`src/rtl/pe_mp_db_if.sv`:
```
// Bundle of the pe_mp_db operand, weight-chain and result signals.
// master drives the PE inputs; slave is the PE side.
interface pe_mp_db_if #(
    parameter int unsigned DATA_W = 8,
    parameter int unsigned PSUM_W = 3 * DATA_W
);
    logic              pe_enable;
    logic [1:0]        mode;
    logic              is_signed;
    logic              in_valid;
    logic [DATA_W-1:0] act_in;
    logic [PSUM_W-1:0] psum_in;
    logic              w_load;
    logic [DATA_W-1:0] w_in;
    logic              w_swap;
    logic              clr_sat;
    logic [DATA_W-1:0] act_out;
    logic              act_valid_out;
    logic [PSUM_W-1:0] psum_out;
    logic              psum_valid_out;
    logic [DATA_W-1:0] w_out;
    logic              w_load_out;
    logic              sat_flag;

    modport master (
        output pe_enable, mode, is_signed, in_valid, act_in, psum_in,
               w_load, w_in, w_swap, clr_sat,
        input  act_out, act_valid_out, psum_out, psum_valid_out,
               w_out, w_load_out, sat_flag
    );

    modport slave (
        input  pe_enable, mode, is_signed, in_valid, act_in, psum_in,
               w_load, w_in, w_swap, clr_sat,
        output act_out, act_valid_out, psum_out, psum_valid_out,
               w_out, w_load_out, sat_flag
    );
endinterface

```
`src/rtl/pe_mp_db.sv`:
```
// Multi-precision, double-buffered, weight-stationary systolic PE.
// Define PE_SAT_EN to saturate the accumulation and implement sat_flag; otherwise it wraps.
module pe_mp_db #(
    parameter int unsigned DATA_W = 8,
    parameter int unsigned PSUM_W = 3 * DATA_W
) (
    input  logic       clk,
    input  logic       reset,
    pe_mp_db_if.slave  bus
);
    // Two guard bits hold the full sum so overflow can be detected before truncation.
    localparam int unsigned EXT_W = PSUM_W + 2;

    logic [DATA_W-1:0] act_q, act_d;
    logic              act_valid_q, act_valid_d;
    logic [PSUM_W-1:0] psum_q, psum_d;
    logic              psum_valid_q, psum_valid_d;
    logic [DATA_W-1:0] w_out_q, w_out_d;
    logic              w_load_out_q, w_load_out_d;
    logic [DATA_W-1:0] shadow_q, shadow_d;
    logic [DATA_W-1:0] active_q, active_d;

    logic signed [EXT_W-1:0] lanes_sum;
    logic signed [EXT_W-1:0] psum_ext;
    logic signed [EXT_W-1:0] total;
    logic [PSUM_W-1:0]       psum_sum;

    for (genvar m = 0; m < 3; m++) begin : g_mode
        localparam int unsigned LANES = 1 << m;
        localparam int unsigned L     = DATA_W >> m;
        logic signed [EXT_W-1:0] lane_sum;
        logic [L-1:0]            a_l, w_l;
        logic signed [L:0]       a_x, w_x;
        logic signed [2*L+1:0]   prod;

        always_comb begin
            lane_sum = '0;
            a_l      = '0;
            w_l      = '0;
            a_x      = '0;
            w_x      = '0;
            prod     = '0;
            for (int unsigned k = 0; k < LANES; k++) begin
                a_l      = bus.act_in[k*L +: L];
                w_l      = active_q[k*L +: L];
                a_x      = signed'({bus.is_signed & a_l[L-1], a_l});
                w_x      = signed'({bus.is_signed & w_l[L-1], w_l});
                prod     = a_x * w_x;
                lane_sum = lane_sum + {{(EXT_W-2*L-2){prod[2*L+1]}}, prod};
            end
        end
    end

    always_comb begin
        case (bus.mode)
            2'd1:    lanes_sum = g_mode[1].lane_sum;
            2'd2:    lanes_sum = g_mode[2].lane_sum;
            default: lanes_sum = g_mode[0].lane_sum;
        endcase
        psum_ext = bus.is_signed ? {{2{bus.psum_in[PSUM_W-1]}}, bus.psum_in}
                                 : {2'b00, bus.psum_in};
        total    = psum_ext + lanes_sum;
    end

`ifdef PE_SAT_EN
    logic sat_q, sat_d;
    logic sat_hit;

    always_comb begin
        sat_hit  = 1'b0;
        psum_sum = total[PSUM_W-1:0];
        if (bus.is_signed) begin
            if (total[EXT_W-1] && (total[EXT_W-2:PSUM_W-1] != '1)) begin
                sat_hit  = 1'b1;
                psum_sum = {1'b1, {(PSUM_W-1){1'b0}}};
            end else if (!total[EXT_W-1] && (total[EXT_W-2:PSUM_W-1] != '0)) begin
                sat_hit  = 1'b1;
                psum_sum = {1'b0, {(PSUM_W-1){1'b1}}};
            end
        end else if (total[EXT_W-1:PSUM_W] != '0) begin
            sat_hit  = 1'b1;
            psum_sum = '1;
        end
        // A saturation in the clearing cycle keeps the flag set.
        sat_d = (bus.in_valid & sat_hit) | (sat_q & ~bus.clr_sat);
    end

    always_ff @(posedge clk) begin
        if (reset) begin
            sat_q <= 1'b0;
        end else if (bus.pe_enable) begin
            sat_q <= sat_d;
        end
    end

    assign bus.sat_flag = sat_q;
`else
    logic unused_sat;

    always_comb psum_sum = total[PSUM_W-1:0];

    assign unused_sat   = ^{bus.clr_sat, total[EXT_W-1:PSUM_W]};
    assign bus.sat_flag = 1'b0;
`endif

    always_comb begin
        act_d        = bus.in_valid ? bus.act_in : act_q;
        act_valid_d  = bus.in_valid;
        psum_d       = bus.in_valid ? psum_sum : psum_q;
        psum_valid_d = bus.in_valid;
        shadow_d     = bus.w_load ? bus.w_in : shadow_q;
        w_out_d      = bus.w_load ? bus.w_in : w_out_q;
        w_load_out_d = bus.w_load;
        active_d     = bus.w_swap ? shadow_q : active_q;
    end

    always_ff @(posedge clk) begin
        if (reset) begin
            act_q        <= '0;
            act_valid_q  <= 1'b0;
            psum_q       <= '0;
            psum_valid_q <= 1'b0;
            w_out_q      <= '0;
            w_load_out_q <= 1'b0;
            shadow_q     <= '0;
            active_q     <= '0;
        end else if (bus.pe_enable) begin
            act_q        <= act_d;
            act_valid_q  <= act_valid_d;
            psum_q       <= psum_d;
            psum_valid_q <= psum_valid_d;
            w_out_q      <= w_out_d;
            w_load_out_q <= w_load_out_d;
            shadow_q     <= shadow_d;
            active_q     <= active_d;
        end
    end

    assign bus.act_out        = act_q;
    assign bus.act_valid_out  = act_valid_q;
    assign bus.psum_out       = psum_q;
    assign bus.psum_valid_out = psum_valid_q;
    assign bus.w_out          = w_out_q;
    assign bus.w_load_out     = w_load_out_q;
endmodule

```
`src/flat_wrapper.sv`:
```
// flat-port wrapper written by rule: the top's interface ports become plain ports
module pe_mp_db_flat 
#(
    parameter int unsigned DATA_W = 8,
    parameter int unsigned PSUM_W = 3 * DATA_W
)
  (clk, reset, bus_pe_enable, bus_mode, bus_is_signed, bus_in_valid, bus_act_in, bus_psum_in, bus_w_load, bus_w_in, bus_w_swap, bus_clr_sat, bus_act_out, bus_act_valid_out, bus_psum_out, bus_psum_valid_out, bus_w_out, bus_w_load_out, bus_sat_flag);
  pe_mp_db_if #(.DATA_W(DATA_W), .PSUM_W(PSUM_W)) bus_i ();
  input  logic clk;
  input  logic reset;
  input wire logic [$bits(bus_i.pe_enable)-1:0] bus_pe_enable;
  input wire logic [$bits(bus_i.mode)-1:0] bus_mode;
  input wire logic [$bits(bus_i.is_signed)-1:0] bus_is_signed;
  input wire logic [$bits(bus_i.in_valid)-1:0] bus_in_valid;
  input wire logic [$bits(bus_i.act_in)-1:0] bus_act_in;
  input wire logic [$bits(bus_i.psum_in)-1:0] bus_psum_in;
  input wire logic [$bits(bus_i.w_load)-1:0] bus_w_load;
  input wire logic [$bits(bus_i.w_in)-1:0] bus_w_in;
  input wire logic [$bits(bus_i.w_swap)-1:0] bus_w_swap;
  input wire logic [$bits(bus_i.clr_sat)-1:0] bus_clr_sat;
  output wire logic [$bits(bus_i.act_out)-1:0] bus_act_out;
  output wire logic [$bits(bus_i.act_valid_out)-1:0] bus_act_valid_out;
  output wire logic [$bits(bus_i.psum_out)-1:0] bus_psum_out;
  output wire logic [$bits(bus_i.psum_valid_out)-1:0] bus_psum_valid_out;
  output wire logic [$bits(bus_i.w_out)-1:0] bus_w_out;
  output wire logic [$bits(bus_i.w_load_out)-1:0] bus_w_load_out;
  output wire logic [$bits(bus_i.sat_flag)-1:0] bus_sat_flag;
  assign bus_i.pe_enable = bus_pe_enable;
  assign bus_i.mode = bus_mode;
  assign bus_i.is_signed = bus_is_signed;
  assign bus_i.in_valid = bus_in_valid;
  assign bus_i.act_in = bus_act_in;
  assign bus_i.psum_in = bus_psum_in;
  assign bus_i.w_load = bus_w_load;
  assign bus_i.w_in = bus_w_in;
  assign bus_i.w_swap = bus_w_swap;
  assign bus_i.clr_sat = bus_clr_sat;
  assign bus_act_out = bus_i.act_out;
  assign bus_act_valid_out = bus_i.act_valid_out;
  assign bus_psum_out = bus_i.psum_out;
  assign bus_psum_valid_out = bus_i.psum_valid_out;
  assign bus_w_out = bus_i.w_out;
  assign bus_w_load_out = bus_i.w_load_out;
  assign bus_sat_flag = bus_i.sat_flag;
  pe_mp_db #(.DATA_W(DATA_W), .PSUM_W(PSUM_W)) u_core (.clk(clk), .reset(reset), .bus(bus_i));
endmodule
```
`config.mk`:
```
export PLATFORM = sky130hd
export DESIGN_NAME = pe_mp_db_flat
export DESIGN_NICKNAME = d
export VERILOG_FILES = /design/src/rtl/pe_mp_db_if.sv /design/src/rtl/pe_mp_db.sv /design/src/flat_wrapper.sv
export SDC_FILE = /design/constraint.sdc
export NUM_CORES = 1
export LEC_CHECK = 0
export CORE_MARGIN = 1.5
export CORE_UTILIZATION = 40
export DETAILED_ROUTE_END_ITERATION = 10
export HOLD_SLACK_MARGIN = 0.03
export PLACE_DENSITY = 0.71
export SYNTH_ARGS = -nofsm -noshare
export SYNTH_HDL_FRONTEND = slang
export SYNTH_SLANG_ARGS = --single-unit
```
`constraint.sdc`:
```
create_clock -name clk -period 14.3 [get_ports clk]
set_input_delay 2.145 -clock clk [delete_from_list [all_inputs] [get_ports clk]]
set_output_delay 2.145 -clock clk [all_outputs]
set_load 0.03 [all_outputs]
```
; ---- Word-level counts from Yosys, hierarchy flattened
; Cells that the tools add are included.
[word_totals]
reg_bits = 50
out_inout_bits = 44
word_cells = 32
[classes]
n_addsub = 5
mul = 7
eq_ne = 2
n_mux = 1
bitwise_logic = 8
reduce_logical = 3
[op_table]
columns = cell, n
row1 = 24-bit adder, 2
row2 = 24-bit one-hot mux with 2 select lines, 1
row3 = 3-bit by 3-bit multiplier with 6-bit output, 4
row4 = 5-bit by 5-bit multiplier with 10-bit output, 2
row5 = 9-bit by 9-bit multiplier with 18-bit output, 1
row6 = 10-bit by 10-bit adder with 11-bit output, 1
row7 = 7-bit by 6-bit adder with 8-bit output, 1
row8 = 1-bit AND, 8
row9 = 6-bit by 6-bit adder with 7-bit output, 1
row10 = 2-bit AND reduction, 3
row11 = 2-bit by 1-bit == test with 1-bit output (second input constant), 1
row12 = 2-bit == test (second input constant), 1

; ---- Depth between registers and ports, before layout
; Gate-level depths: netlist (run 1).
[depth]
depth_word = 7
ltp_mapped = 34
depth_no_buf = 33

; ---- Worst setup path before layout (run 1)
; OpenSTA, ideal clock, no wires.
[synth_path]
path_kind = in2reg
from = input bus_is_signed
to = register u_core.psum_q[19] (netlist: u_core.bus.psum_out[19])
arrival_time_ns = 9.273
required_ns = 14.183
setup_slack_ns = 4.910
path_stages = 32
cell_sequence = clkbuf_1 clkbuf_1 nand2_1 fa_1 inv_1 fa_1 inv_1 fa_1 inv_1 ha_1 fa_1 ha_1 a21o_1 a21oi_1 xnor2_1 ha_1 a21o_1 a21o_1 a21oi_1 o21bai_1 fa_1 a221oi_1 a21oi_1 ha_1 a21oi_1 o2111ai_1 a31oi_1 nor3_1 o21a_1 o21ai_1 mux2i_1 nand2_1
[synth_via]
elab_chain_len = 7
[synth_lines]
columns = item, line_no
row1 = from (decl), flat_wrapper.sv:13  ; input wire logic [$bits(bus_i.is_signed)-1:0] bus_is_signed;
row2 = "1-bit AND, on equally long branches", "pe_mp_db.sv:46, pe_mp_db.sv:47"
row3 = 3-bit by 3-bit multiplier with 6-bit output, pe_mp_db.sv:48  ; prod = a_x * w_x;
row4 = 6-bit by 6-bit adder with 7-bit output, pe_mp_db.sv:49  ; lane_sum = lane_sum + {{(EXT_W-2*L-2){prod[2*L+1]}}, prod};
row5 = 7-bit by 6-bit adder with 8-bit output, pe_mp_db.sv:49
row6 = 24-bit adder, pe_mp_db.sv:49
row7 = 24-bit one-hot mux with 2 select lines (*), pe_mp_db.sv:55  ; case (bus.mode)
row8 = 24-bit adder (*), pe_mp_db.sv:62  ; total = psum_ext + lanes_sum;
row9 = to (signal assigned), pe_mp_db.sv:130  ; psum_q <= psum_d;
row10 = to (decl), pe_mp_db.sv:16  ; logic [PSUM_W-1:0] psum_q, psum_d;
; Every way passes the cells marked *; elsewhere a longest branch is shown, timed or not.
; A chain may end at the register's enable or synchronous reset.

; ---- Final worst setup path (run 1)
[layout_path]
from = input bus_act_in[3]
to = register u_core.psum_q[15] (netlist: u_core.bus.psum_out[15])
[layout_via]
elab_chain_len = 7
[layout_lines]
columns = item, line_no
row1 = from (decl), flat_wrapper.sv:15  ; input wire logic [$bits(bus_i.act_in)-1:0] bus_act_in;
row2 = 1-bit AND, pe_mp_db.sv:46  ; a_x = signed'({bus.is_signed & a_l[L-1], a_l});
row3 = 3-bit by 3-bit multiplier with 6-bit output, pe_mp_db.sv:48
row4 = 6-bit by 6-bit adder with 7-bit output, pe_mp_db.sv:49
row5 = 7-bit by 6-bit adder with 8-bit output, pe_mp_db.sv:49
row6 = 24-bit adder, pe_mp_db.sv:49
row7 = 24-bit one-hot mux with 2 select lines (*), pe_mp_db.sv:55
row8 = 24-bit adder (*), pe_mp_db.sv:62
; Marked as above.

==> impl_metrics.tcl, run 1 <==
set metrics [dict create \
    status "completed" \
    hold_violations 0 \
    hold-path-endpoint "u_core.bus.psum_out[9]" \
    antenna_left 0 \
    hold_buffers 0 \
    drt_wl_total_um 23800 \
    p_sw_mw 0.193 \
    yosysSeqAreaShare_pct 10.2 \
    syn_area_mm2 0.00985 \
    drtIter0Drc 490 \
    synth_seq_cells 50 \
    cts.sinks 50 \
    r2r_cells 31 \
    fin_skew_ps 2.35 \
    tritoncts "done" \
    wl_per_cell_um 15.5 \
    p_per_area_mw_per_mm2 46.0 \
    antenna_found_initial 0 \
    path_class "in -> reg" \
    synthArstFlopShare_pct 0 \
    cts_made_buffers 5 \
    combPwrFrac_pct 42.6 \
    syn_to_final_growth_pct 13.6 \
    ys_warn_count 0 \
    via_count 7824 \
    cts_setup_buffers 0 \
    drv_cap 0 \
    setup_violations 0 \
    synth_area_leaders "fa_1 (31%), ha_1 (16%), dfxtp_1 (10%)" \
    ios 94 \
    nets 1536 \
    via_per_inst 5.10 \
    dpl_worst_slack_ps 3310 \
    cts.reportedPaths.clkPinSlew_ps 70 \
    portBuffers 91 \
    fmax_mhz 93.3 \
    coreArea_mm2 0.0242 \
    n_antenna_cell 0 \
    hold_ws_ps 447 \
    cts_root_buf "clkbuf_16" \
    cp_num_buf_inv 4 \
    grt_max_degree 56 \
    p_int_mw 0.322 \
    setup_slack_ps 3580 \
    cp-end-kind "register" \
    synth_top_area_share_pct 30.9 \
    start_kind "input pin" \
    arrival_ps 10940 \
    drive_gt1_share_pct 2.73 \
    avgSynthCellArea_um2 8.55 \
    cts-resized-gates 0 \
    grt_pass1_vias 8031 \
    final.min_clock_period_ps 10720 \
    leakage_nw 5.66 \
    ir_drop_v 0.0000594 \
    r2r-end "u_core.bus.psum_out[15]" \
    worstPathRequired_ps 14520 \
    swShare_pct 37.5 \
    synthCells 1152 \
    row_count 57 \
    rsz0062_at_grt "no" \
    seqPwrFrac_pct 30.0 \
    die_w_um 160 \
    hp-start "u_core.bus.psum_out[9]" \
    place.gp.congestion 0.972 \
    place_hpwl_um 20400 \
    maxSlewViolCount 0 \
    yosysTopAreaCell "fa_1" \
    post-route-util_pct 46.1 \
    grt_first_pass_wirelength_um 39400 \
    reg2reg_slack_ps 5710 \
    synth_edf_count 0 \
    slew_headroom_pct 26.9 \
    worst_pin_slew_ps 1100 \
    die_h_um 160 \
    synth.cells.most_frequent "inv_1 (230), fa_1 (152), nand2_1 (133)" \
    cp_max_fo 13 \
    tns_ps 0 \
    synth.most_common_cell "inv_1" \
    synth_fp_nets 1478 \
    hold_path.class "reg -> reg" \
    power_mw 0.515 \
    path_delay_family "adder cells" \
    globalRouteOverflowTotal 0 \
    synth_flop_cell "dfxtp_1" \
    clock_path_buffers 2 \
    clkPwrFrac_pct 27.5 \
    fillers 2301 \
    first_pass_iters 5 \
    timing.final.crit_share_pct 75.0 \
    worstHoldPathCells 2 \
    grt_usage_pct 19.1 \
    start_util_pct 40.6 \
    r2r-start "u_core.active_q[2]" \
    drc_errors 0 \
    cts.htree.levels 2 \
    die-area_mm2 0.0256 \
    slowest_stage "clkdlybuf4s50_1" \
    clock_latency_ps 290 \
    cp_slowest_stage_delay_ps 830 \
    synth_cell_types 61 \
]
## cell usage in the layout (no fill, tap or decap), drive strengths merged, types with 9 or more instances in the layout
cell / Yosys / layout
nor2: 22 / 22
a21oi: 89 / 89
nand2: 135 / 135
a21o: 17 / 17
ha: 124 / 124
clkdlybuf4s50: 0 / 90
xnor2: 43 / 43
xor2: 22 / 22
or2: 12 / 12
a221oi: 9 / 9
and2: 33 / 33
inv: 232 / 233
fa: 152 / 152
nand2b: 9 / 9
o21ai: 24 / 24
nand3: 33 / 33
dfxtp: 50 / 50
## how the worst max path moves through the flow
| stage | slack [ps] | start | depth (start not counted) | to |
|---|---|---|---|---|
| 6_report | 3580 | bus_act_in[3] | 32 | u_core.bus.psum_out[15] |
| 3_5_place_dp | 3310 | bus_act_in[3] | 32 | u_core.bus.psum_out[19] |
| 2_1_floorplan | 4910 | bus_is_signed | 32 | u_core.bus.psum_out[19] |
| 5_1_grt | 3080 | bus_act_in[3] | 31 | u_core.bus.psum_out[20] |
| 3_3_place_gp | 3410 | bus_act_in[3] | 32 | u_core.bus.psum_out[19] |
| 4_1_cts | 3580 | bus_act_in[3] | 32 | u_core.bus.psum_out[15] |
## registers in the layout, summed over array words and instances, names as in the netlist
signal,flops
u_core.active_q,8
u_core.bus.act_out,8
u_core.bus.w_out,8
u_core.bus.psum_out,24
u_core.bus.act_valid_out,1
u_core.bus.w_load_out,1
## kinds of logic after synthesis
kind of cell	count (synthesis)	synth area share (%)
multiplexers	1	0.102
flip-flops	50	10.2
buffers and inverters	276	10.6
other	1	0.0381
AO/OA/AOI/OAI	195	12.4
AND/OR/NAND/NOR	288	14.2
XOR/XNOR	65	5.78
adder cells (fa/ha/maj)	276	46.6
## power by group through the flow
stage	Clock, mW	Combinational, mW	Sequential [mW]
after CTS	0.142	0.218	0.154
final	0.141	0.219	0.154
after floorplan	0	0.132	0.173
after global routing	0.150	0.242	0.155
after detailed placement	0	0.216	0.157
after global placement	0	0.214	0.157
## layout make-up
type	instances	area (µm²)	area share [%]
Multi-Input combinational cell	826	7800	69.7
Sequential cell	50	1000	8.95
Timing Repair Buffer	95	936	8.37
Inverter	232	871	7.78
Tap cell	324	405	3.62
Clock buffer	5	125	1.12
Clock inverter	3	47.5	0.425
## per-stage QoR
step	std cells	area, µm²
3_5_place_dp	1527	11000
5_1_grt	1535	11200
6_report	1535	11200
4_1_cts	1535	11200
3_3_place_gp	1527	11000
2_1_floorplan	1152	9850
## worst register-to-register path: cells and delay by family, from the launching register on
kind	cells	cell delay [ps]
adder cells (fa/ha/maj)	9	3860
XOR/XNOR	2	380
flip-flops	1	570
AND/OR/NAND/NOR	4	860
buffers and inverters	3	160
AO/OA/AOI/OAI	13	2690
## routing by layer
| metal | track usage [%] | part of all wire (%) | vias up |
|---|---|---|---|
| li1 | - | - | 3797 |
| met1 | 24.6 | 43 | 3793 |
| met2 | 33.7 | 49 | 194 |
| met3 | 2.99 | 5.8 | 40 |
| met4 | 3.82 | 2.0 | 0 |
| met5 | 0 | 0 | - |
Power figures use the tool's default switching activity.
==> run 2, diff against run 1 <==
==> constraint.sdc (replaced) <==
create_clock -name clk -period 11.1 [get_ports clk]
set_input_delay 1.665 -clock clk [delete_from_list [all_inputs] [get_ports clk]]
set_output_delay 1.665 -clock clk [all_outputs]
set_load 0.03 [all_outputs]
==> impl_metrics.tcl, run 2 (synthesis gave the netlist of run 1 again) <==
set metrics [dict create \
    status "completed" \
    portBuffers 91 \
    start_util_pct 40.6 \
    hp-start "u_core.bus.psum_out[9]" \
    leakage_nw 5.68 \
    grt_usage_pct 19.2 \
    multi_input_area_mm2 0.00780 \
    die_h_um 160 \
    drive_gt1_share_pct 2.97 \
    syn_to_final_growth_pct 13.8 \
    globalRouteOverflowTotal 0 \
    nets 1539 \
    die_w_um 160 \
    cp_slowest_stage_delay_ps 810 \
    timing.final.crit_share_pct 88.2 \
    antenna_left 0 \
    die-area_mm2 0.0256 \
    cpMostUsedCell "fa_1" \
    reg2reg_slack_ps 2610 \
    first_pass_iters 6 \
    p_per_area_mw_per_mm2 58.9 \
    via_count 7799 \
    tritoncts "done" \
    grt_first_pass_wirelength_um 39700 \
    worstPathRequired_ps 11280 \
    fillers 2343 \
    fin_skew_ps 6.36 \
    clock_latency_ps 300 \
    post-route-util_pct 46.2 \
    drt_wl_total_um 23500 \
    cts.sinks 50 \
    r2r-end "u_core.bus.psum_out[20]" \
    maxSlewViolCount 0 \
    regArea_mm2 0.00100 \
    worstHoldPathCells 2 \
    cts-resized-gates 0 \
    grt_max_degree 56 \
    largest_reg_flops 24 \
    ir_drop_v 0.0000645 \
    grt_pass1_vias 8184 \
    via_per_inst 5.07 \
    slew_headroom_pct 28.0 \
    worst_pin_slew_ps 1080 \
    final_common_cell "inv_1" \
    cp-end-kind "register" \
    antenna_found_initial 1 \
    rsz0062_at_grt "no" \
    place.gp.congestion 0.968 \
    ios 94 \
    r2r_cells 30 \
    hold_path.class "reg -> reg" \
    hold-path-endpoint "u_core.bus.psum_out[9]" \
    arrival_ps 9970 \
    power_mw 0.660 \
    drtIter0Drc 439 \
    drv_cap 0 \
    hold_violations 0 \
    start_kind "input pin" \
    final.min_clock_period_ps 9790 \
    drc_errors 0 \
    wl_per_cell_um 15.3 \
    path_class "in -> reg" \
    coreArea_mm2 0.0242 \
    hold_buffers 0 \
    r2r-start "u_core.active_q[2]" \
    fmax_mhz 102 \
    finalInstanceArea_mm2 0.0112 \
    slowest_stage "clkdlybuf4s50_1" \
    tns_ps 0 \
    place_area_mm2 0.0110 \
    hold_ws_ps 450 \
    setup_violations 0 \
    place_hpwl_um 20200 \
    cts_root_buf "clkbuf_16" \
    cp_max_fo 11 \
    row_count 57 \
    cts_made_buffers 5 \
    cts.reportedPaths.clkPinSlew_ps 70 \
    clock_path_buffers 2 \
    cts_setup_buffers 0 \
    most-common-layout-cells "inv_1 (230), fa_1 (152), nand2_1 (133)" \
    n_antenna_cell 0 \
    cts.htree.levels 2 \
]
## run 2: cell count changes in the layout (fill, tap and decap cells not counted), sizes merged
| cell | delta |
|---|---|
| buf | +3 |
## run 2: worst max-delay path, delay by kind of cell
family	cells	cell delay, ps
AO/OA/AOI/OAI	11	2520
XOR/XNOR	1	110
adder cells (fa/ha/maj)	9	3760
buffers and inverters	5	1090
AND/OR/NAND/NOR	5	820
## run 2: worst max path at each step
stage	startpoint	end	slack, ps	cells after the start
after floorplan	bus_is_signed	u_core.bus.psum_out[19]	2190	32
after global placement	bus_is_signed	u_core.bus.psum_out[19]	1060	30
after detailed placement	bus_act_in[5]	u_core.bus.psum_out[20]	1030	31
after CTS	bus_act_in[5]	u_core.bus.psum_out[20]	1310	31
after global routing	bus_is_signed	u_core.bus.psum_out[20]	700	30
final	bus_act_in[5]	u_core.bus.psum_out[20]	1310	31
## run 2: report_power, final
| group | switching (mW) | internal (mW) | leakage, nW |
|---|---|---|---|
| Clock | 0.0717 | 0.108 | 0.0844 |
| Combinational | 0.166 | 0.116 | 5.19 |
| Sequential | 0.00803 | 0.191 | 0.409 |
## run 2: per-layer routing
| metal | part of all wire (%) | GRT usage (%) | vias to the layer above |
|---|---|---|---|
| met5 | 0.055 | 0 | - |
| met4 | 2.1 | 4.80 | 2 |
| met3 | 5.4 | 3.53 | 38 |
| met2 | 49 | 33.6 | 184 |
| met1 | 44 | 24.3 | 3771 |
| li1 | - | - | 3804 |
## run 2: metrics by stage
step	instances	worst slack, ps
final	1538	1310
after global routing	1538	700
after CTS	1538	1310
after detailed placement	1530	1030
after global placement	1530	1060
after floorplan	1152	2190
## run 2: layout make-up
type,count,area share (%)
Multi-Input combinational cell,826,69.6
Sequential cell,50,8.93
Timing Repair Buffer,98,8.55
Inverter,232,7.77
Tap cell,324,3.62
Clock buffer,5,1.12
Clock inverter,3,0.424
==> run 3, diff against run 2 <==
--- a/config.mk
+++ b/config.mk
@@ -5,8 +5,8 @@
 export SDC_FILE = /design/constraint.sdc
 export NUM_CORES = 1
 export LEC_CHECK = 0
-export CORE_MARGIN = 1.5
 export CORE_UTILIZATION = 40
+export CTS_BUF_LIST = sky130_fd_sc_hd__clkbuf_16
 export DETAILED_ROUTE_END_ITERATION = 10
 export HOLD_SLACK_MARGIN = 0.03
 export PLACE_DENSITY = 0.71
==> impl_metrics.tcl, run 3 (synthesis gave the netlist of run 1 again) <==
set metrics [dict create \
    finalInstanceArea_mm2 0.0112 \
    cts-resized-gates 0 \
    maxSlewViolCount 0 \
    cts.sinks 50 \
    violations "design-rule violations" \
    die-area_mm2 0.0253 \
    final.min_clock_period_ps 9890 \
    globalRouteOverflowTotal 0 \
    place_inst 1531 \
    cp_slowest_stage_delay_ps 640 \
    largest_reg_flops 24 \
    syn_to_final_growth_pct 13.7 \
    clock_path_buffers 2 \
    place_area_mm2 0.0110 \
    ir_drop_v 0.0000681 \
    fillers 2309 \
    regArea_mm2 0.00100 \
    cts_root_buf "clkbuf_16" \
    cp_num_buf_inv 3 \
    first_pass_iters 8 \
    slowest_stage "clkdlybuf4s50_1" \
    status "finished with violations" \
    wl_per_cell_um 15.0 \
    place.gp.congestion 0.908 \
    drv_cap 0 \
    multi_input_area_mm2 0.00780 \
    cpMostUsedCell "fa_1" \
    place_hpwl_um 19700 \
    cts.reportedPaths.clkPinSlew_ps 70 \
    setup_violations 0 \
    leakage_nw 5.67 \
    startpoint "bus_is_signed" \
    portBuffers 91 \
    die_h_um 159 \
    antenna_found_initial 0 \
    p_per_area_mw_per_mm2 57.0 \
    cp-endpoint "u_core.bus.psum_out[20]" \
    cts.htree.levels 2 \
    row_count 57 \
    n_antenna_cell 0 \
    clock_latency_ps 290 \
    worst_pin_slew_ps 1070 \
    slew_headroom_pct 28.9 \
    drive_gt1_share_pct 3.05 \
    path_delay_family "adder cells" \
    cts_made_buffers 5 \
    start_util_pct 40.6 \
    drt_wl_total_um 23000 \
    reg2reg_slack_ps 2520 \
    instances_no_fill 1539 \
    rsz0062_at_grt "no" \
    hold_buffers 0 \
    via_count 7785 \
    worstPathRequired_ps 11280 \
    r2r_cells 29 \
    grt_pass1_vias 7685 \
    fmax_mhz 101 \
    drc_errors 1 \
    most-common-layout-cells "inv_1 (230), fa_1 (152), nand2_1 (133)" \
    timing.final.crit_share_pct 89.1 \
    grt_usage_pct 18.6 \
    ios 94 \
    tns_ps 0 \
    coreArea_mm2 0.0242 \
    die_w_um 159 \
    cp-end-kind "register" \
    via_per_inst 5.06 \
    r2r-end "u_core.bus.psum_out[20]" \
    hold_path.class "reg -> reg" \
    tritoncts "done" \
    arrival_ps 10070 \
    cts_setup_buffers 0 \
    nets 1540 \
    grt_max_degree 56 \
    final_common_cell "inv_1" \
    fin_skew_ps 5.62 \
    start_kind "input pin" \
    grt_first_pass_wirelength_um 38100 \
    antenna_left 0 \
    cp_max_fo 8 \
    drtIter0Drc 477 \
    path_class "in -> reg" \
    power_mw 0.638 \
    hold_violations 0 \
    crit_cells 30 \
    r2r-start "u_core.active_q[3]" \
]
run 3: cell type report:
cell class | instances | area share [%]
Tap cell | 324 | 3.62
Clock buffer | 5 | 1.12
Clock inverter | 3 | 0.257
Timing Repair Buffer | 99 | 8.62
Sequential cell | 50 | 8.94
Inverter | 232 | 7.78
Multi-Input combinational cell | 826 | 69.7
run 3: layer usage:
| layer | share of wire [%] | vias to the layer above | GRT usage [%] |
|---|---|---|---|
| met5 | 0 | - | 0 |
| met4 | 1.2 | 0 | 2.84 |
| met3 | 5.3 | 20 | 2.60 |
| met2 | 49 | 200 | 32.8 |
| met1 | 44 | 3754 | 24.5 |
| li1 | - | 3811 | - |
run 3: where the power goes:
part / total [mW] / internal, mW / switching [mW]
clock: 0.158 / 0.0860 / 0.0724
combinational: 0.281 / 0.117 / 0.164
sequential: 0.199 / 0.191 / 0.00805
run 3: how the worst min path moves through the flow:
stage | from | end | slack, ps | cells after the start
3_3_place_gp | u_core.bus.psum_out[13] | u_core.bus.psum_out[13] | 440 | 2
2_1_floorplan | u_core.active_q[0] | u_core.active_q[0] | 580 | 3
4_1_cts | u_core.bus.psum_out[13] | u_core.bus.psum_out[13] | 460 | 2
3_5_place_dp | u_core.bus.psum_out[13] | u_core.bus.psum_out[13] | 450 | 2
5_1_grt | u_core.bus.psum_out[10] | u_core.bus.psum_out[10] | 480 | 2
6_report | u_core.bus.psum_out[13] | u_core.bus.psum_out[13] | 450 | 2
run 3: worst reg2reg max path, delay by kind of cell (launching register included):
kind	cells	cell delay [ps]
flip-flops	1	670
AND/OR/NAND/NOR	5	1060
AO/OA/AOI/OAI	12	2470
buffers and inverters	2	290
adder cells (fa/ha/maj)	9	3690
XOR/XNOR	1	300
run 3: stage by stage:
step / hold WS (ps) / util (%) / setup slack, ps
after floorplan: 579 / - / 2190
after global placement: 440 / 45.6 / 932
after detailed placement: 447 / 45.6 / 891
after CTS: 457 / 46.2 / 1180
after global routing: 477 / 46.2 / 579
final: 452 / 46.2 / 1210
